`src/rtl/tlp_tx_arbiter.sv`:
```
// tlp_tx_arbiter: round-robin arbiter sharing the root-port TLP packet
// generator between NUM_REQ requesters. Each issued TLP gets the next 8-bit
// tag. Requesters see a one-cycle accept pulse and a completion/abort pulse.
// Optional macro TX_ARB_TIMEOUT_EN adds a tx_done watchdog of TIMEOUT_CYCLES.
module tlp_tx_arbiter #(
  parameter int NUM_REQ        = 4,
  parameter int TIMEOUT_CYCLES = 1024
) (
  input  logic                   user_clk,
  input  logic                   reset_n,
  input  logic                   user_lnk_up,
  input  logic [NUM_REQ-1:0]     req_valid,
  input  logic [3*NUM_REQ-1:0]   req_type,
  input  logic [64*NUM_REQ-1:0]  req_addr,
  input  logic [128*NUM_REQ-1:0] req_data,
  input  logic [11*NUM_REQ-1:0]  req_length,
  output logic [NUM_REQ-1:0]     req_ack,
  output logic [NUM_REQ-1:0]     req_done,
  output logic                   req_err,
  output logic [7:0]             req_tag,
  output logic [2:0]             tx_type,
  output logic [7:0]             tx_tag,
  output logic [63:0]            tx_addr,
  output logic [127:0]           tx_data,
  output logic [10:0]            tx_length,
  output logic                   tx_start,
  input  logic                   tx_done,
  output logic                   tx_timeout,
  output logic [1:0]             arb_state
);

  localparam int PW = (NUM_REQ > 1) ? $clog2(NUM_REQ) : 1;

  typedef enum logic [1:0] {
    ST_IDLE      = 2'd0,
    ST_WAIT_DONE = 2'd1,
    ST_ABORT     = 2'd2
  } state_t;

  state_t          state_reg, state_next;
  logic [PW-1:0]   rr_ptr_reg;
  logic [PW-1:0]   owner_reg;
  logic [PW-1:0]   owner_inc;
  logic [PW-1:0]   win_idx;
  logic [PW:0]     cand_sum;
  logic [PW-1:0]   cand_idx;
  logic            win_found;
  logic            grant;
  logic            timeout_hit;

  // Per-requester views of the flattened request buses
  logic [2:0]   type_arr [NUM_REQ];
  logic [63:0]  addr_arr [NUM_REQ];
  logic [127:0] data_arr [NUM_REQ];
  logic [10:0]  len_arr  [NUM_REQ];

  genvar gi;
  generate
    for (gi = 0; gi < NUM_REQ; gi++) begin : g_unpack
      assign type_arr[gi] = req_type[3*gi +: 3];
      assign addr_arr[gi] = req_addr[64*gi +: 64];
      assign data_arr[gi] = req_data[128*gi +: 128];
      assign len_arr[gi]  = req_length[11*gi +: 11];
    end
  endgenerate

  // Winner: first requesting index at or above rr_ptr, wrapping at NUM_REQ
  always_comb begin
    win_found = 1'b0;
    win_idx   = '0;
    cand_sum  = '0;
    cand_idx  = '0;
    for (int k = 0; k < NUM_REQ; k++) begin
      cand_sum = {1'b0, rr_ptr_reg} + (PW+1)'(k);
      if (cand_sum >= (PW+1)'(NUM_REQ)) begin
        cand_sum = cand_sum - (PW+1)'(NUM_REQ);
      end
      cand_idx = cand_sum[PW-1:0];
      if (!win_found && req_valid[cand_idx]) begin
        win_found = 1'b1;
        win_idx   = cand_idx;
      end
    end
  end

  assign grant     = (state_reg == ST_IDLE) && user_lnk_up && win_found;
  assign owner_inc = (owner_reg == PW'(NUM_REQ-1)) ? '0 : owner_reg + PW'(1);

  // State register
  always_ff @(posedge user_clk or negedge reset_n) begin
    if (!reset_n) begin
      state_reg <= ST_IDLE;
    end else begin
      state_reg <= state_next;
    end
  end

  // Next-state logic; a tx_done in the same cycle as link loss completes normally
  always_comb begin
    state_next = state_reg;
    case (state_reg)
      ST_IDLE: begin
        if (grant) state_next = ST_WAIT_DONE;
      end
      ST_WAIT_DONE: begin
        if (tx_done)           state_next = ST_IDLE;
        else if (!user_lnk_up) state_next = ST_ABORT;
        else if (timeout_hit)  state_next = ST_ABORT;
      end
      ST_ABORT: state_next = ST_IDLE;
      default:  state_next = ST_IDLE;
    endcase
  end

  // Output decode: debug state mirrors the FSM
  assign arb_state = state_reg;

  // Registered outputs: grant capture, tag allocation, done/abort pulses
  always_ff @(posedge user_clk or negedge reset_n) begin
    if (!reset_n) begin
      rr_ptr_reg <= '0;
      owner_reg  <= '0;
      tx_start   <= 1'b0;
      tx_type    <= '0;
      tx_tag     <= '0;
      tx_addr    <= '0;
      tx_data    <= '0;
      tx_length  <= '0;
      req_ack    <= '0;
      req_done   <= '0;
      req_err    <= 1'b0;
      req_tag    <= '0;
    end else begin
      tx_start <= 1'b0;
      req_ack  <= '0;
      req_done <= '0;
      req_err  <= 1'b0;
      case (state_reg)
        ST_IDLE: begin
          if (grant) begin
            tx_type   <= type_arr[win_idx];
            tx_addr   <= addr_arr[win_idx];
            tx_data   <= data_arr[win_idx];
            tx_length <= len_arr[win_idx];
            tx_tag    <= tx_tag + 8'd1;
            req_tag   <= tx_tag + 8'd1;
            tx_start  <= 1'b1;
            req_ack   <= NUM_REQ'(1) << win_idx;
            owner_reg <= win_idx;
          end
        end
        ST_WAIT_DONE: begin
          if (tx_done) begin
            req_done   <= NUM_REQ'(1) << owner_reg;
            rr_ptr_reg <= owner_inc;
          end
        end
        ST_ABORT: begin
          req_done   <= NUM_REQ'(1) << owner_reg;
          req_err    <= 1'b1;
          rr_ptr_reg <= owner_inc;
        end
        default: ;
      endcase
    end
  end

`ifdef TX_ARB_TIMEOUT_EN
  logic [15:0] wd_cnt_reg;

  assign timeout_hit = (state_reg == ST_WAIT_DONE) && !tx_done &&
                       (wd_cnt_reg == 16'(TIMEOUT_CYCLES-1));

  // Watchdog: cleared on grant, counts every cycle spent waiting for tx_done
  always_ff @(posedge user_clk or negedge reset_n) begin
    if (!reset_n) begin
      wd_cnt_reg <= '0;
    end else if (grant) begin
      wd_cnt_reg <= '0;
    end else if (state_reg == ST_WAIT_DONE) begin
      wd_cnt_reg <= wd_cnt_reg + 16'd1;
    end
  end

  // Sticky timeout flag, cleared only by reset
  always_ff @(posedge user_clk or negedge reset_n) begin
    if (!reset_n) begin
      tx_timeout <= 1'b0;
    end else if (timeout_hit) begin
      tx_timeout <= 1'b1;
    end
  end
`else
  logic unused_timeout_cfg;
  assign unused_timeout_cfg = (TIMEOUT_CYCLES != 0);
  assign timeout_hit        = 1'b0;
  assign tx_timeout         = 1'b0;
`endif

endmodule

```
`config.mk`:
```
export PLATFORM = sky130hd
export DESIGN_NAME = tlp_tx_arbiter
export DESIGN_NICKNAME = d
export VERILOG_FILES = /design/src/rtl/tlp_tx_arbiter.sv
export SDC_FILE = /design/constraint.sdc
export NUM_CORES = 1
export LEC_CHECK = 0
export ABC_AREA = 1
export CAP_MARGIN = 10
export CORE_AREA = 10 10 410 412
export DETAILED_ROUTE_END_ITERATION = 6
export DIE_AREA = 0 0 420 422
export GPL_TIMING_DRIVEN = 0
export PLACE_DENSITY = 0.43
export RECOVER_POWER = 25
export SYNTH_ARGS = -nofsm -noshare
export SYNTH_HDL_FRONTEND = slang
export SYNTH_SLANG_ARGS = --single-unit
```
`constraint.sdc`:
```
create_clock -name user_clk -period 2.13 [get_ports user_clk]
set_clock_uncertainty 0.1 [all_clocks]
set_input_delay 0.639 -clock user_clk [delete_from_list [all_inputs] [get_ports user_clk]]
set_output_delay 0.639 -clock user_clk [all_outputs]
set_load 0.1 [all_outputs]
```
==> results_dict.tcl <==
set metrics [dict create \
    cp_slowest_stage_delay_ns 0.44 \
    cts_inserted_buffers 37 \
    worst_setup_path_end_kind "register" \
    area_delta_synth_final_pct 126.0 \
    largestRegisters "tx_data x128, tx_addr x64, tx_length x11" \
    startpoint_type "register" \
    p_per_area_nw_per_um2 2243 \
    max_freq_mhz 383.7 \
    yosysWarnings 0 \
    die_h_um 422 \
    r2r-start "rr_ptr_reg[0]$_DFFE_PN0P_" \
    syn-cell-area_um2 16100 \
    grt_max_degree 92 \
    path_clk_slew_ns 0.06 \
    antenna_found_initial 35 \
    register_area_um2 5768 \
    crit_type "register to register" \
    gp_congestion 0.9477 \
    largest-register "tx_data" \
    rows 147 \
    routedWlPerCell_um 29.90 \
    hp-class "register to register" \
    grt_pass1_vias 23789 \
    largest_reg_flops 128 \
    cts_tree "yes" \
    grt.overflow.total 0 \
    firstDrtPassIters 5 \
    cts_root_buf "clkbuf_16" \
    violations "negative setup slack" \
    syn-num-nets 3484 \
    slew_headroom_pct 2.846 \
    ys_ff_latch 230 \
    via_per_inst 3.951 \
    grt_pass1_wl_mm 224.4 \
    portBuffers 1065 \
    dpl.hpwl_mm 141.3 \
    layout.nets 4706 \
    clock_path_buffers 3 \
    crit_fanout 7 \
    syn-instance-count 2643 \
    num_vias 23660 \
    initial_core_util_pct 10.07 \
    cp_cell_sequence "buf_6 -> nand2_2 -> nand2_2 -> nand2_2 -> nand2_4 -> nor2_4 -> buf_12 -> nand3b_1 -> nand2_4 -> nor2_8 -> buf_12 -> buf_12 -> clkbuf_16 -> clkbuf_16 -> nand2_1 -> nand3_1" \
    synth.avg_cell_area_um2 6.091 \
    status "finished, violations left" \
    ys_types 29 \
    report.final.setup_viol 535 \
    peakVddDrop_mv 0.7446 \
    die_area_um2 177200 \
    fillers 17903 \
    cp_slowest_cell "dfrtp_2" \
    htree_levels 2 \
    final_cells 5989 \
    clock_sinks 230 \
    finalCritPeriodShare_pct 122.4 \
    drc 0 \
    crit_path_start "rr_ptr_reg[0]$_DFFE_PN0P_" \
    ys.flop_type "dfrtp_1" \
    worstPathArrival_ns 2.97 \
    io_pins 1067 \
    drv_cap 0 \
    routed_wl_mm 179.1 \
    required_ns 2.49 \
    rsz0062_at_grt "true" \
    hp-start "tx_addr[32]$_DFFE_PN0P_" \
    drt-initial-drc-count 1552 \
    seq_area_frac_synth_pct 35.75 \
    leakage_uw 0.01701 \
    finalHoldViolCount 0 \
    min_period_ns 2.606 \
    synth_edf_count 0 \
    multi_input_area_um2 11020 \
    placedCellCount 5818 \
    fp.coreArea_um2 159800 \
    setup_slack_ns -0.4765 \
    finalMaxSlewViolations 0 \
    layout-drive-gt1-share_pct 26.45 \
    postLayoutCoreUtil_pct 22.76 \
    async_flop_share_pct 100.0 \
    ant_nets 0 \
    fin_tns_setup_ns -125.26 \
    die_width_um 420 \
    worst_slew_pin_slew_ns 1.457 \
    clk_latency_ns 0.58 \
    track_usage_pct 18.65 \
]
## layer usage
metal,global-route usage (%),wire (um),vias up
met5,0,205,-
met4,4.492,4578,30
met3,4.649,11260,182
met2,34.93,95270,904
met1,20.78,67780,11624
li1,-,-,10920
## cell type report
type	count	share of cell area, %
plain buffers	209	6.696
diodes	12	0.08253
multi-input cells	2177	30.28
inverters	22	0.2579
repair buffers	1188	36.22
well taps	2086	7.174
clock inverters	14	0.4986
clock buffers	51	2.937
flip-flops and latches	230	15.85
## metrics by stage
step | worst slack, ns | instance area, um^2 | total power (uW) | hold slack [ns]
finish | -0.4765 | 36380 | 81620 | 0.3936
global route | -0.5896 | 36380 | 86160 | 0.4100
CTS | -0.4499 | 33770 | 75080 | 0.3955
detailed placement | -2.302 | 30050 | 61170 | 0.3804
global placement | -13.69 | 29550 | 60470 | 0.3793
floorplan | -0.007430 | 16280 | 39180 | 0.2434
## power breakdown
group	internal, uW	switching [uW]	total, uW
sequential	6420	1480	7900
combinational	22200	44800	67000
clock	3980	2720	6710
total	32600	49000	81600
## synth_stat cells, types with 2 or more instances
library cell,instances,area (um^2)
nand3_1,625,3128
buf_2,75,375.4
buf_6,13,146.4
o21ai_0,2,10.01
buf_4,28,210.2
nand2_1,1496,5615
ha_1,9,112.6
nor2_1,13,48.80
a21oi_1,3,15.01
clkbuf_1,54,202.7
nand2_2,4,25.02
inv_2,3,11.26
xor2_1,5,43.79
inv_1,19,71.32
dfrtp_1,230,5756
nor3_1,4,20.02
xnor2_1,2,17.52
nand3b_1,2,15.01
nor2_4,3,33.78
buf_1,44,165.2
## cell families after synthesis
| family | Yosys count | synth area share (%) |
|---|---|---|
| and+or+nand+nor | 2152 | 55.51 |
| other | 1 | 0.02329 |
| DFF | 230 | 35.75 |
| AOI/OAI and AO/OA | 8 | 0.2876 |
| xor gates and xnor gates | 7 | 0.3808 |
| adders and majority gates | 9 | 0.6995 |
| buffers and inverters | 236 | 7.344 |
## worst paths after layout
path / endpoint / slack [ns] / cells past startpoint
worst max-delay path: tx_data[1]$_DFFE_PN0P_ / -0.48 / 16
worst min-delay path: tx_addr[32]$_DFFE_PN0P_ / 0.39 / 2
worst max register to register: tx_data[1]$_DFFE_PN0P_ / -0.48 / 16
worst min register to register: tx_addr[32]$_DFFE_PN0P_ / 0.39 / 2
max in group asynchronous: tx_data[60]$_DFFE_PN0P_ / -0.13 / 3
min in group asynchronous: tx_data[12]$_DFFE_PN0P_ / 0.75 / 2
## timing repair
| item | CTS | global route |
|---|---|---|
| setup buffers | 40 | 17 |
| hold endpoints to repair | 9 | 0 |
| resized for setup | 1190 | 510 |
| pin swaps | 42 | 107 |
| hold buffers | 1 | 0 |
| setup endpoints to repair | 457 | 435 |
| gates cloned | 13 | 33 |
## critical path, delay by kind of cell, from the launching register on
kind	cells	cell delay, ns
buf+inv	6	0.98
flops	1	0.44
simple gates	10	0.92
## placed cells by master, fill, tap and decap left out, types with 10 or more instances in the layout
master / instances
buf_12: 87
nor2_1: 11
clkbuf_16: 71
clkbuf_8: 17
buf_2: 37
buf_6: 36
nand3_1: 542
dfrtp_2: 10
inv_1: 18
nand2_1: 1185
clkdlybuf4s50_1: 832
diode_2: 12
nand2_4: 107
clkdlybuf4s15_2: 195
clkbuf_4: 15
dfrtp_1: 220
nand3_2: 81
nand2_2: 202
buf_16: 21
buf_4: 72
dlygate4sd2_1: 11
clkbuf_2: 23
buf_8: 19
Note: power is estimated with default switching activity, not from simulation.
